<file path="config.mk">
export PLATFORM = sky130hd
export DESIGN_NAME = ternary_out_collector
export DESIGN_NICKNAME = d
export VERILOG_FILES = /design/src/rtl/ternary_pkg.sv /design/src/rtl/ternary_requant.sv /design/src/rtl/ternary_out_collector.sv
export SDC_FILE = /design/constraint.sdc
export NUM_CORES = 1
export LEC_CHECK = 0
export ABC_CLOCK_PERIOD_IN_PS = 7700
export CELL_PAD_IN_SITES_DETAIL_PLACEMENT = 0
export CELL_PAD_IN_SITES_GLOBAL_PLACEMENT = 1
export CORE_ASPECT_RATIO = 1.4
export CORE_MARGIN = 1
export CORE_UTILIZATION = 50
export CTS_BUF_LIST = sky130_fd_sc_hd__clkbuf_16
export CTS_CLUSTER_SIZE = 40
export DETAILED_ROUTE_END_ITERATION = 8
export HOLD_SLACK_MARGIN = 0.1
export PLACE_DENSITY = 0.83
export REMOVE_ABC_BUFFERS = 1
export SYNTH_ARGS = -nofsm -noshare
export SYNTH_HDL_FRONTEND = slang
export SYNTH_HIERARCHICAL = 1
export SYNTH_SLANG_ARGS = --single-unit
</file>
<file path="constraint.sdc">
create_clock -name clk -period 7.7 [get_ports clk]
set_clock_uncertainty 0.15 [all_clocks]
set_input_delay 1.155 -clock clk [delete_from_list [all_inputs] [get_ports clk]]
set_output_delay 1.155 -clock clk [all_outputs]
set_load 0.02 [all_outputs]
</file>
<file path="src/rtl/ternary_pkg.sv">
// Shared constants and state encodings for the ternary matrix-vector core
// and its output collector.
package ternary_pkg;

  localparam int unsigned BitWidth = 8;
  localparam int unsigned OUT_LEN  = 7;
  localparam int unsigned IdxW     = 3;

  typedef enum logic [1:0] {
    EMPTY,
    FILLING,
    FULL,
    DRAINING
  } bank_stat_e;

  typedef enum logic {
    FILL,
    DROP
  } fill_state_e;

endpackage

</file>
<file path="src/rtl/ternary_requant.sv">
// Combinational requantizer: rounding arithmetic right shift, saturation to
// the signed output byte range, then optional ReLU.
module ternary_requant
  import ternary_pkg::*;
(
  input  logic signed [BitWidth-1:0] i_data,
  input  logic        [2:0]          i_shift,
  input  logic                       i_relu,
  output logic signed [BitWidth-1:0] o_data
);

  // Two guard bits keep the rounding add free of overflow.
  localparam int unsigned ExtW = BitWidth + 2;
  localparam logic signed [ExtW-1:0] SatMax = ExtW'((2 ** (BitWidth - 1)) - 1);
  localparam logic signed [ExtW-1:0] SatMin = ~SatMax;

  logic signed [ExtW-1:0] w_ext;
  logic signed [ExtW-1:0] w_half;
  logic signed [ExtW-1:0] w_rnd;
  logic signed [ExtW-1:0] w_shf;

  always_comb begin
    w_ext  = ExtW'(i_data);
    w_half = (i_shift != 3'd0) ? (ExtW'(1) << (i_shift - 3'd1)) : '0;
    w_rnd  = w_ext + w_half;
    w_shf  = w_rnd >>> i_shift;
    if (w_shf > SatMax) begin
      o_data = SatMax[BitWidth-1:0];
    end else if (w_shf < SatMin) begin
      o_data = SatMin[BitWidth-1:0];
    end else begin
      o_data = w_shf[BitWidth-1:0];
    end
    if (i_relu && o_data[BitWidth-1]) begin
      o_data = '0;
    end
  end

endmodule

</file>
<file path="src/rtl/ternary_out_collector.sv">
// Collects requantized row results into a two-bank ping-pong buffer and
// drains complete vectors as a valid/ready byte stream with a last marker.
module ternary_out_collector
  import ternary_pkg::*;
(
  input  logic                clk,
  input  logic                rst_n,
  input  logic                in_valid,
  input  logic [2:0]          in_row,
  input  logic [BitWidth-1:0] in_data,
  input  logic [2:0]          cfg_shift,
  input  logic                cfg_relu,
  output logic                out_valid,
  input  logic                out_ready,
  output logic [BitWidth-1:0] out_data,
  output logic                out_last,
  output logic                overflow,
  output logic                seq_err
);

  localparam logic [IdxW-1:0] LastIdx = IdxW'(OUT_LEN - 1);

  logic [BitWidth-1:0] r_bank [2][OUT_LEN];
  bank_stat_e          r_stat [2];
  bank_stat_e          w_stat_drn [2];
  bank_stat_e          w_stat_nxt [2];
  fill_state_e         r_fstate, w_fstate_nxt;
  logic                r_fill_ptr, w_fill_ptr_nxt;
  logic                r_rd_ptr, w_rd_ptr_nxt;
  logic [IdxW-1:0]     r_wr_idx, w_wr_idx_nxt;
  logic [IdxW-1:0]     r_rd_idx, w_rd_idx_nxt;
  logic                r_out_valid, r_out_last, r_overflow, r_seq_err;
  logic [BitWidth-1:0] r_out_data;
  logic [BitWidth-1:0] w_rq;
  logic                w_hs, w_out_valid_nxt;
  logic                w_we, w_we_bank, w_last_wr;
  logic [IdxW-1:0]     w_we_idx;
  logic                w_ovf_set, w_seq_set;
  logic                w_any_empty, w_empty_bank;

  ternary_requant u_requant (
    .i_data  (in_data),
    .i_shift (cfg_shift),
    .i_relu  (cfg_relu),
    .o_data  (w_rq)
  );

  // Drain side: advance the read index and free the bank on its last byte.
  always_comb begin
    w_hs         = r_out_valid & out_ready;
    w_stat_drn   = r_stat;
    w_rd_idx_nxt = r_rd_idx;
    if (w_hs) begin
      if (r_rd_idx == LastIdx) begin
        w_stat_drn[r_rd_ptr] = EMPTY;
        w_rd_idx_nxt         = '0;
      end else begin
        w_stat_drn[r_rd_ptr] = DRAINING;
        w_rd_idx_nxt         = r_rd_idx + IdxW'(1);
      end
    end
  end

  // A bank freed by this cycle's drain already counts as empty.
  assign w_empty_bank = (w_stat_drn[~r_fill_ptr] == EMPTY) ? ~r_fill_ptr : r_fill_ptr;
  assign w_any_empty  = (w_stat_drn[0] == EMPTY) || (w_stat_drn[1] == EMPTY);

  // Fill FSM outputs: which beat is written where, and flag events.
  always_comb begin
    w_we      = 1'b0;
    w_we_bank = r_fill_ptr;
    w_we_idx  = r_wr_idx;
    w_seq_set = 1'b0;
    w_ovf_set = 1'b0;
    if (in_valid) begin
      unique case (r_fstate)
        FILL: begin
          if (in_row == r_wr_idx) begin
            w_we = 1'b1;
          end else if (in_row == 3'd0) begin
            w_we      = 1'b1;
            w_we_idx  = '0;
            w_seq_set = 1'b1;
          end else begin
            w_seq_set = 1'b1;
          end
        end
        DROP: begin
          if (in_row == 3'd0) begin
            if (w_any_empty) begin
              w_we      = 1'b1;
              w_we_bank = w_empty_bank;
              w_we_idx  = '0;
            end else begin
              w_ovf_set = 1'b1;
            end
          end
        end
        default: ;
      endcase
    end
    w_last_wr = w_we && (w_we_idx == LastIdx);
  end

  // Fill FSM next state, bank status and fill pointer.
  always_comb begin
    w_fstate_nxt   = r_fstate;
    w_fill_ptr_nxt = r_fill_ptr;
    w_wr_idx_nxt   = r_wr_idx;
    w_stat_nxt     = w_stat_drn;
    if (w_we) begin
      w_fstate_nxt   = FILL;
      w_fill_ptr_nxt = w_we_bank;
      if (w_last_wr) begin
        w_stat_nxt[w_we_bank] = FULL;
        w_wr_idx_nxt          = '0;
        if (w_stat_drn[~w_we_bank] == EMPTY) begin
          w_fill_ptr_nxt = ~w_we_bank;
        end else begin
          w_fstate_nxt = DROP;
        end
      end else begin
        w_stat_nxt[w_we_bank] = FILLING;
        w_wr_idx_nxt          = w_we_idx + IdxW'(1);
      end
    end
  end

  // Read pointer hops to the other bank once it is full and ours is idle.
  always_comb begin
    w_rd_ptr_nxt = r_rd_ptr;
    if (!(w_stat_nxt[r_rd_ptr] inside {FULL, DRAINING}) && (w_stat_nxt[~r_rd_ptr] == FULL)) begin
      w_rd_ptr_nxt = ~r_rd_ptr;
    end
    w_out_valid_nxt = w_stat_nxt[w_rd_ptr_nxt] inside {FULL, DRAINING};
  end

  always_ff @(posedge clk) begin
    if (w_we) begin
      r_bank[w_we_bank][w_we_idx] <= w_rq;
    end
  end

  always_ff @(posedge clk or negedge rst_n) begin
    if (!rst_n) begin
      r_stat      <= '{EMPTY, EMPTY};
      r_fstate    <= FILL;
      r_fill_ptr  <= 1'b0;
      r_rd_ptr    <= 1'b0;
      r_wr_idx    <= '0;
      r_rd_idx    <= '0;
      r_out_valid <= 1'b0;
      r_out_data  <= '0;
      r_out_last  <= 1'b0;
      r_overflow  <= 1'b0;
      r_seq_err   <= 1'b0;
    end else begin
      r_stat      <= w_stat_nxt;
      r_fstate    <= w_fstate_nxt;
      r_fill_ptr  <= w_fill_ptr_nxt;
      r_rd_ptr    <= w_rd_ptr_nxt;
      r_wr_idx    <= w_wr_idx_nxt;
      r_rd_idx    <= w_rd_idx_nxt;
      r_out_valid <= w_out_valid_nxt;
      r_out_data  <= w_out_valid_nxt ? r_bank[w_rd_ptr_nxt][w_rd_idx_nxt] : '0;
      r_out_last  <= w_out_valid_nxt && (w_rd_idx_nxt == LastIdx);
      r_overflow  <= r_overflow | w_ovf_set;
      r_seq_err   <= r_seq_err | w_seq_set;
    end
  end

  assign out_valid = r_out_valid;
  assign out_data  = r_out_data;
  assign out_last  = r_out_last;
  assign overflow  = r_overflow;
  assign seq_err   = r_seq_err;

endmodule

</file>
-- Word level (Yosys, flattened, before mapping)
Memories as Yosys holds them, arrays and structs flattened.
Cells that the tools add are included.
- flip-flop bits (word level): 25
- bits in writable memories: 112
- logic and storage cells: 149
- memories kept: 1
- memory list (memory ; depth ; width ; rd ports ; clocked after memory_dff ; write ports ; RTL line ; source):
    r_bank ; 2 ; 56 ; 1 ; 0 ; 1 ; ternary_out_collector.sv:23 ; logic [BitWidth-1:0] r_bank [2][OUT_LEN];
- add/subtract/negate cells: 4
- magnitude comparators: 13
- equal/unequal tests: 9
- shifts and indexed selects: 2
- muxes and demuxes: 67
- bitwise operators: 24
- reduce and logical (&&, ||, !) cells: 17
- operators with widths (cell ; count):
    56-bit two-way mux ; 1
    8-bit two-way mux ; 7
    2-bit two-way mux ; 17
    8-bit binary-select mux with 3-bit select ; 1
    8-bit demux with 3-bit select ; 1
    3-bit two-way mux ; 8
    1-bit two-way mux ; 23
    4-bit two-way mux ; 4
    2-bit >= comparator (second input constant) ; 6
    1-bit inverter with 2-bit output ; 6
    8-bit by 10-bit adder with 10-bit output ; 1
    2-bit == test (second input constant) ; 5
    10-bit by 8-bit > comparator with 1-bit output (second input constant) ; 1
    10-bit by 8-bit less-than comparator with 1-bit output (second input constant) ; 1
    10-bit two-way mux ; 1
    1-bit by 3-bit left shift with 10-bit output (first input constant) ; 1
    10-bit by 3-bit >>> shifter with 10-bit output ; 1
    3-bit == test (second input constant) ; 3
    4-bit >= comparator (second input constant) ; 2
    2-bit zero test ; 4
    3-bit inverter with 4-bit output ; 2
    1-bit logical AND ; 7
    3-bit by 1-bit adder with 3-bit output (second input constant) ; 2
    3-bit one-hot mux with 2 select lines ; 1
    20 further kinds ; 30

-- Depth between registers and ports, before layout
Gate-level depths: netlist (run 1).
- depth after elaboration: 42
- gate-level depth with buffers: 17

-- Modules after synthesis
The synthesis (run 1) kept the hierarchy.
- by module, submodules not included (module ; instances ; cells an instance ; area each (µm²) ; seq. area each (µm²)):
    ternary_out_collector ; 1 ; 454 ; 6042.0 ; 3988.8
    ternary_requant ; 1 ; 125 ; 982.2 ; 0.0

-- Worst setup path before layout (run 1)
Ideal clock, no wire load.
- path type: input to register
- start point: input cfg_shift[0]
- end point: memory r_bank[0][17] in the netlist's numbering (data pin)
- library setup time: 290 ps
- data arrival time: 4235 ps
- required time: 7260 ps
- setup slack: 3025 ps
- stages: 13
- path buffers: 2
- cell sequence: clkbuf_1 buf_1 and2_1 ha_1 inv_1 fa_1 nor2b_1 o221ai_2 a21oi_2 xor2_1 mux4_2 nand2_1 a31oi_1
- word-level cells in the longest chain between the ends: 10
- elaborated cells between the ends (all ways): 12
- those cells by class: add/sub (2); order compare (2); shift (2); mux (4); reduce/logical (2)
- ends and longest elaborated chain (item ; RTL line ; source):
    from (decl) ; ternary_out_collector.sv:11 ; input logic [2:0] cfg_shift,
    3-bit by 1-bit subtractor with 3-bit output ; ternary_requant.sv:24 ; w_half = (i_shift != 3'd0) ? (ExtW'(1) << (i_shift - 3'd1)) : '0;
    1-bit by 3-bit left shift with 10-bit output ; ternary_requant.sv:24 ;
    10-bit two-way mux ; ternary_requant.sv:24 ;
    8-bit by 10-bit adder with 10-bit output ; ternary_requant.sv:25 ; w_rnd = w_ext + w_half;
    10-bit by 3-bit >>> shifter with 10-bit output (*) ; ternary_requant.sv:26 ; w_shf = w_rnd >>> i_shift;
    10-bit by 8-bit less-than comparator with 1-bit output ; ternary_requant.sv:29 ; end else if (w_shf < SatMin) begin
    8-bit two-way mux ; ternary_requant.sv:29 ;
    8-bit two-way mux (*) ; ternary_requant.sv:27 ; if (w_shf > SatMax) begin
    1-bit logical AND ; ternary_requant.sv:34 ; if (i_relu && o_data[BitWidth-1]) begin
    8-bit two-way mux (*) ; ternary_requant.sv:34 ;
    net w_rq[1] ; ternary_out_collector.sv:34 ; logic [BitWidth-1:0] w_rq;
    to (decl) ; ternary_out_collector.sv:23 ;
Mark *: on every way through the listed nets, which the timed path passes. The rest lies on a longest branch.

-- Worst setup path after layout (run 1)
- start point: input out_ready
- end point: register r_out_data[2] (netlist: out_data[2])
- word-level cells in the longest chain between the ends: 35
- elaborated cells between the ends (all ways): 65
- those cells by class: order compare (2); eq/ne (6); mux (36); bitwise (10); reduce/logical (10); memory (1)
- ends and longest elaborated chain (item ; RTL line ; source):
    from (decl) ; ternary_out_collector.sv:14 ; input logic out_ready,
    1-bit AND (*) ; ternary_out_collector.sv:50 ; w_hs = r_out_valid & out_ready;
    branches (longest 33 deep; another with 2-bit >= comparator) ; -- ;
    8-bit two-way mux (*) ; ternary_out_collector.sv:165 ; r_out_data <= w_out_valid_nxt ? r_bank[w_rd_ptr_nxt][w_rd_idx_nxt] : '0;
    to (signal assigned) ; ternary_out_collector.sv:165 ;
    to (decl) ; ternary_out_collector.sv:33 ; logic [BitWidth-1:0] r_out_data;
Every way passes the cells marked *. The select of a mux whose other input is x is not followed.
A chain may end at the register's enable or synchronous reset.

==> results of run 1 <==
[metrics by stage]
step	area, sq um	hold slack, ps	std cells	util	setup WS (ps)
final	8060	313	801	0.596	1900
after global routing	8060	326	801	0.596	1580
after CTS	8060	319	801	0.596	1910
after detailed placement	7460	305	769	0.552	1490
after global placement	7460	301	769	0.552	1560
after floorplan	6910	365	554	-	2870
[area by class of cell]
type,count,area share
Clock buffer,17,0.0528
Clock inverter,15,0.0220
Inverter,17,0.00823
Multi-Input combinational cell,400,0.354
Sequential cell,137,0.495
Tap cell,182,0.0283
Timing Repair Buffer,33,0.0400
[logic make-up after synthesis]
logic type	count (synthesis)	share of synthesized area
compound gates	156	0.180
xor+xnor	13	0.0189
fa+ha+maj	12	0.0224
buf+inv	42	0.0262
flops	137	0.568
mux	35	0.0602
other cells	2	0.00107
simple gates	182	0.124
[routing by layer]
metal,track usage,vias to the layer above
met5,0,-
met4,0.100,0
met3,0.0422,30
met2,0.442,149
met1,0.275,2468
li1,-,2309
[sequential cells by signal, indices dropped and copies added, names as in the netlist, 3 cells and up]
signal / flops
r_rd_idx: 3
r_stat: 4
r_bank: 112
r_wr_idx: 3
out_data: 8
[path summary, 6_finish.rpt]
path	from	to	depth (start not counted)	slack, ps
max in group asynchronous	rst_n	out_data[2]$_DFF_PN0_	2	6180
min in group asynchronous	rst_n	seq_err$_DFF_PN0_	2	950
setup reg to reg	r_rd_ptr$_DFF_PN0_	out_data[2]$_DFF_PN0_	14	2580
hold reg to reg	overflow$_DFF_PN0_	overflow$_DFF_PN0_	1	310
setup / recovery	out_ready	out_data[2]$_DFF_PN0_	15	1900
hold / removal	overflow$_DFF_PN0_	overflow$_DFF_PN0_	1	310
[critical path: cells and delay by family]
family	cells	cell delay (ps)
AND/OR/NAND/NOR	4	1300
buffers and inverters	3	1270
AO/OA/AOI/OAI	6	1820
multiplexers	1	200
adder cells (fa/ha/maj)	1	210
[power groups by stage]
stage | clock (mW) | sequential, mW | combinational [mW]
2_1_floorplan | 0 | 0.982 | 0.584
3_3_place_gp | 0 | 0.958 | 0.902
3_5_place_dp | 0 | 0.960 | 0.916
4_1_cts | 0.802 | 0.946 | 0.925
5_1_grt | 0.836 | 0.955 | 1.00
6_report | 0.797 | 0.946 | 0.925
[cell usage in the layout, fill, tap and decap left out, types with 12 or more instances in the layout]
| cell type | synthesis | final |
|---|---|---|
| edfxtp_1 | 112 | 112 |
| nand2_1 | 60 | 60 |
| nor2_1 | 48 | 48 |
| clkdlybuf4s50_1 | 0 | 30 |
| dfrtp_1 | 25 | 25 |
| nand3_1 | 22 | 22 |
| mux2i_1 | 19 | 19 |
| clkbuf_16 | 0 | 17 |
| a21oi_1 | 16 | 16 |
| inv_1 | 14 | 14 |
| o21ai_0 | 14 | 14 |
| a211oi_1 | 12 | 12 |
==> impl_metrics.yaml, run 1 <==
yosys:
  synth_top_area_cell: "edfxtp_1"
  synthTopCellsByCount: "112 x edfxtp_1, 60 x nand2_1, 48 x nor2_1, 25 x dfrtp_1, 22 x nand3_1"
  ys.flop_type: "edfxtp_1"
  synth_area_leaders: "edfxtp_1 48%, dfrtp_1 8.9%, nand2_1 3.2%"
  ys_seq_area_frac: 0.568
  synth-edff-count: 112
  async_reset_ff_frac: 0.182
  ys_warn_count: 6
  synth_seq_cells: 137
  ys_types: 82
  post-synth-top-count-cell: "edfxtp_1"
  synth_top_area_share: 0.479
  synthesis.area_sq_um: 7020
  syn_avg_cell_area_sq_um: 12.1
  netlist_instances: 579
setup_path:
  criticalPathCategory: "input pin to register"
  slowest_stage: "a311oi_1"
  cpMostUsedCell: "nand2_1"
  crit_chain: "clkdlybuf4s50_1, a311oi_1, a21o_1, o211ai_1, nand2_1, ha_1, nand2_1, nor2_1, nand4_1, o211ai_4, buf_4, inv_4, mux2i_1, a221o_1, a211oi_1"
  critPathMaxStageDelay_ps: 600
  arrival_ps: 5980
  cp_max_fo: 42
  crit_path_end_kind: "register"
  required_ps: 7880
  cp-start-kind: "input pin"
clock_network:
  clock_path_buffers: 2
  post_cts_buffers: 0
  post_cts_resized: 0
  cts.sinks: 137
  cts-root-buf: "clkbuf_16"
  clk_pin_slew_ps: 60
  cts_hold_buf: 0
  cts_tree: "built"
  htreeDepth: 4
  cts_made_buffers: 17
  clock_insertion_delay_worst_skew_ps: 430
route:
  wl_per_cell_um: 20.3
  first_iter_violations: 349
  drc: 0
  vias_per_cell: 6.19
  route.met3.wl_um: 633
  via_count: 4956
  routed_wl_mm: 16.2
  met2WireLength_mm: 8.93
  top_layer: "met4"
  drt_pass1_iterations: 5
  wl_met1_mm: 6.29
  ant_nets: 0
cells_and_area:
  seq_area_sq_um: 3990
  fill_cells: 1093
  nets: 637
  antenna_cells: 0
  syn_to_final_growth_pct: 14.7
  drive_above_1_share: 0.124
  multi_input_area_sq_um: 2850
floorplanning:
  die_area_sq_um: 14500
  initial_core_util: 0.520
  coreArea_sq_um: 13500
  rows: 50
  io_pins: 31
  die_width_um: 102
  die_h_um: 142
pwr:
  combPwrFrac: 0.347
  p_total_mw: 2.67
  pwr-share-clk: 0.299
  leakagePower_nw: 2.88
  irDropWorstVdd_mv: 0.157
  internal_power_mw: 1.67
  p_sw_uw: 997
  swShare: 0.374
  power_density_nw_per_um2: 331
  pwr-share-seq: 0.355
global_routing:
  antenna_found_initial: 0
  grt_pass1_wl_mm: 25.9
  grt_max_degree: 43
  overflow: 0
  grt_pass1_vias: 4922
  grt_util_all_layers: 0.242
placed_design:
  gp_congestion: 0.851
  port_buffers: 30
  dp_hpwl_mm: 11.3
hold_path:
  hold_class: "register to register"
timing:
  fin_crit_ps: 5800
  post-route-period-util: 0.753
  slew_headroom: 0.214
  drv_slew: 0
  setup_tns_ps: 0
  max_freq_mhz: 172
  rsz0062_at_grt: "no"
  setup_viol: 0
  final_hold_viol_count: 0
  worst_pin_slew_ps: 1170
run:
  max_cap_violations: 0
run_status:
  status: "finished, final reports clean"
No activity file was read; power rests on OpenSTA's default activity.
==> inputs of run 2 (changes only) <==
- ABC_CLOCK_PERIOD_IN_PS: 7700 -> 4800
- CORE_UTILIZATION: 50 -> 45
- PLACE_DENSITY: 0.83 -> 0.79
- clock period: 7.7 -> 4.8 ns (I/O delays scaled with it)
==> impl_metrics.yaml, run 2 (synthesis results as in run 1) <==
pwr:
  internal_power_mw: 2.75
  swShare: 0.361
  irDropWorstVdd_mv: 0.224
  p_total_mw: 4.30
  pwr-share-clk: 0.284
  combPwrFrac: 0.363
  pwr-share-seq: 0.353
  leakagePower_nw: 3.16
  power_density_nw_per_um2: 506
  p_sw_mw: 1.55
cells_and_area:
  fin_util: 0.562
  final_common_cell: "edfxtp_1"
  antenna_cells: 0
  drive_above_1_share: 0.201
  largest_register_ffs: 112
  final_area_sq_um: 8500
  nets: 698
  most-common-layout-cells: "112 x edfxtp_1, 63 x buf_4, 60 x nand2_1, 48 x nor2_1, 30 x clkdlybuf4s50_1"
  syn_to_final_growth_pct: 21.0
  regMostFlops: "r_bank"
floorplanning:
  coreArea_sq_um: 15100
  io_pins: 31
  die_width_um: 108
  initial_core_util: 0.465
  die_h_um: 150
  die_area_sq_um: 16100
  rows: 53
setup_path:
  cp-start-kind: "input pin"
  arrival_ps: 4720
  required_ps: 5000
  crit_family: "compound AO/OA/AOI/OAI gates"
  cp.buffers_inverters: 2
  cp_max_fo: 34
  criticalPathCategory: "input pin to register"
  crit_path_end_kind: "register"
  slowest_stage: "clkdlybuf4s50_1"
  crit_chain: "clkdlybuf4s50_1, and4_1, a21o_1, o211ai_1, and2_1, ha_1, nand2_1, nor2_1, nand4_1, o211ai_4, buf_4, a221oi_1, o32ai_1, a31o_1"
  critPathMaxStageDelay_ps: 520
route:
  via_count: 5057
  drt_pass1_iterations: 5
  drc: 0
  first_iter_violations: 327
  wl_per_cell_um: 19.0
  routed_wl_mm: 16.6
  ant_nets: 0
  vias_per_cell: 5.80
timing:
  post-route-period-util: 0.941
  drv_slew: 0
  layout_setup_ws_ps: 284
  setup_viol: 0
  max_freq_mhz: 221
  slew_headroom: 0.183
  worst_pin_slew_ps: 1220
  final_hold_viol_count: 0
  rsz0062_at_grt: "no"
  fin_crit_ps: 4520
placed_design:
  dp_hpwl_mm: 12.2
  port_buffers: 30
  postPlaceCellArea_sq_um: 7940
  gp_congestion: 0.839
  dpl_worst_slack_ps: -116
global_routing:
  grt_pass1_wl_mm: 26.7
  grt_max_degree: 35
  grt_pass1_vias: 5229
  overflow: 0
  antenna_found_initial: 0
  grt_util_all_layers: 0.222
clock_network:
  clock_insertion_delay_worst_skew_ps: 420
  post_cts_resized: 0
  post_cts_buffers: 0
  cts.sinks: 137
  cts_made_buffers: 17
  htreeDepth: 4
  cts_tree: "built"
  clock_path_buffers: 2
  cts_hold_buf: 0
  clk_pin_slew_ps: 60
  cts-root-buf: "clkbuf_16"
run_status:
  status: "finished, final reports clean"
run:
  max_cap_violations: 0
hold_path:
  hold_class: "register to register"
run 2: power groups by stage:
stage               Sequential [mW]  Combinational [mW]  Clock [mW]
floorplan                      1.57               0.936           0
global placement               1.54                1.54           0
detailed placement             1.54                1.56           0
CTS                            1.52                1.57        1.23
global route                   1.53                1.69        1.28
finish                         1.52                1.56        1.22
run 2: cell type report:
| type | instances | area (sq um) |
|---|---|---|
| Tap cell | 192 | 240 |
| Sequential cell | 137 | 3990 |
| Inverter | 17 | 66.3 |
| Clock buffer | 17 | 425 |
| Fill cell | 1265 | 6620 |
| Multi-Input combinational cell | 400 | 2850 |
| Timing Repair Buffer | 94 | 793 |
| Clock inverter | 15 | 136 |
run 2: worst paths after layout:
| path | startpoint | endpoint | slack (ps) | cells after the start |
|---|---|---|---|---|
| min in group asynchronous | rst_n | r_wr_idx[0]$_DFFE_PN0N_ | 520 | 2 |
| max reg2reg | r_rd_ptr$_DFF_PN0_ | out_data[6]$_DFF_PN0_ | 530 | 13 |
| max in group asynchronous | rst_n | r_rd_idx[1]$_DFF_PN0_ | 3690 | 2 |
| min | overflow$_DFF_PN0_ | overflow$_DFF_PN0_ | 320 | 1 |
| max | out_ready | out_data[6]$_DFF_PN0_ | 280 | 14 |
| min reg2reg | overflow$_DFF_PN0_ | overflow$_DFF_PN0_ | 320 | 1 |
run 2: routing by layer:
metal | vias to the layer above | GRT usage | share of wire | wire length (um)
met5 | - | 0 | 0 | 0
met2 | 139 | 0.412 | 0.56 | 9240
met1 | 2455 | 0.242 | 0.37 | 6180
met3 | 43 | 0.0401 | 0.041 | 687
met4 | 0 | 0.102 | 0.029 | 478
li1 | 2420 | - | - | -
run 2: through the flow:
step           TNS (ps)  cells  hold WS [ps]
2_1_floorplan         0    554           274
3_3_place_gp          0    840           302
3_5_place_dp       -815    840           311
4_1_cts               0    872           326
5_1_grt               0    872           346
6_report              0    872           318
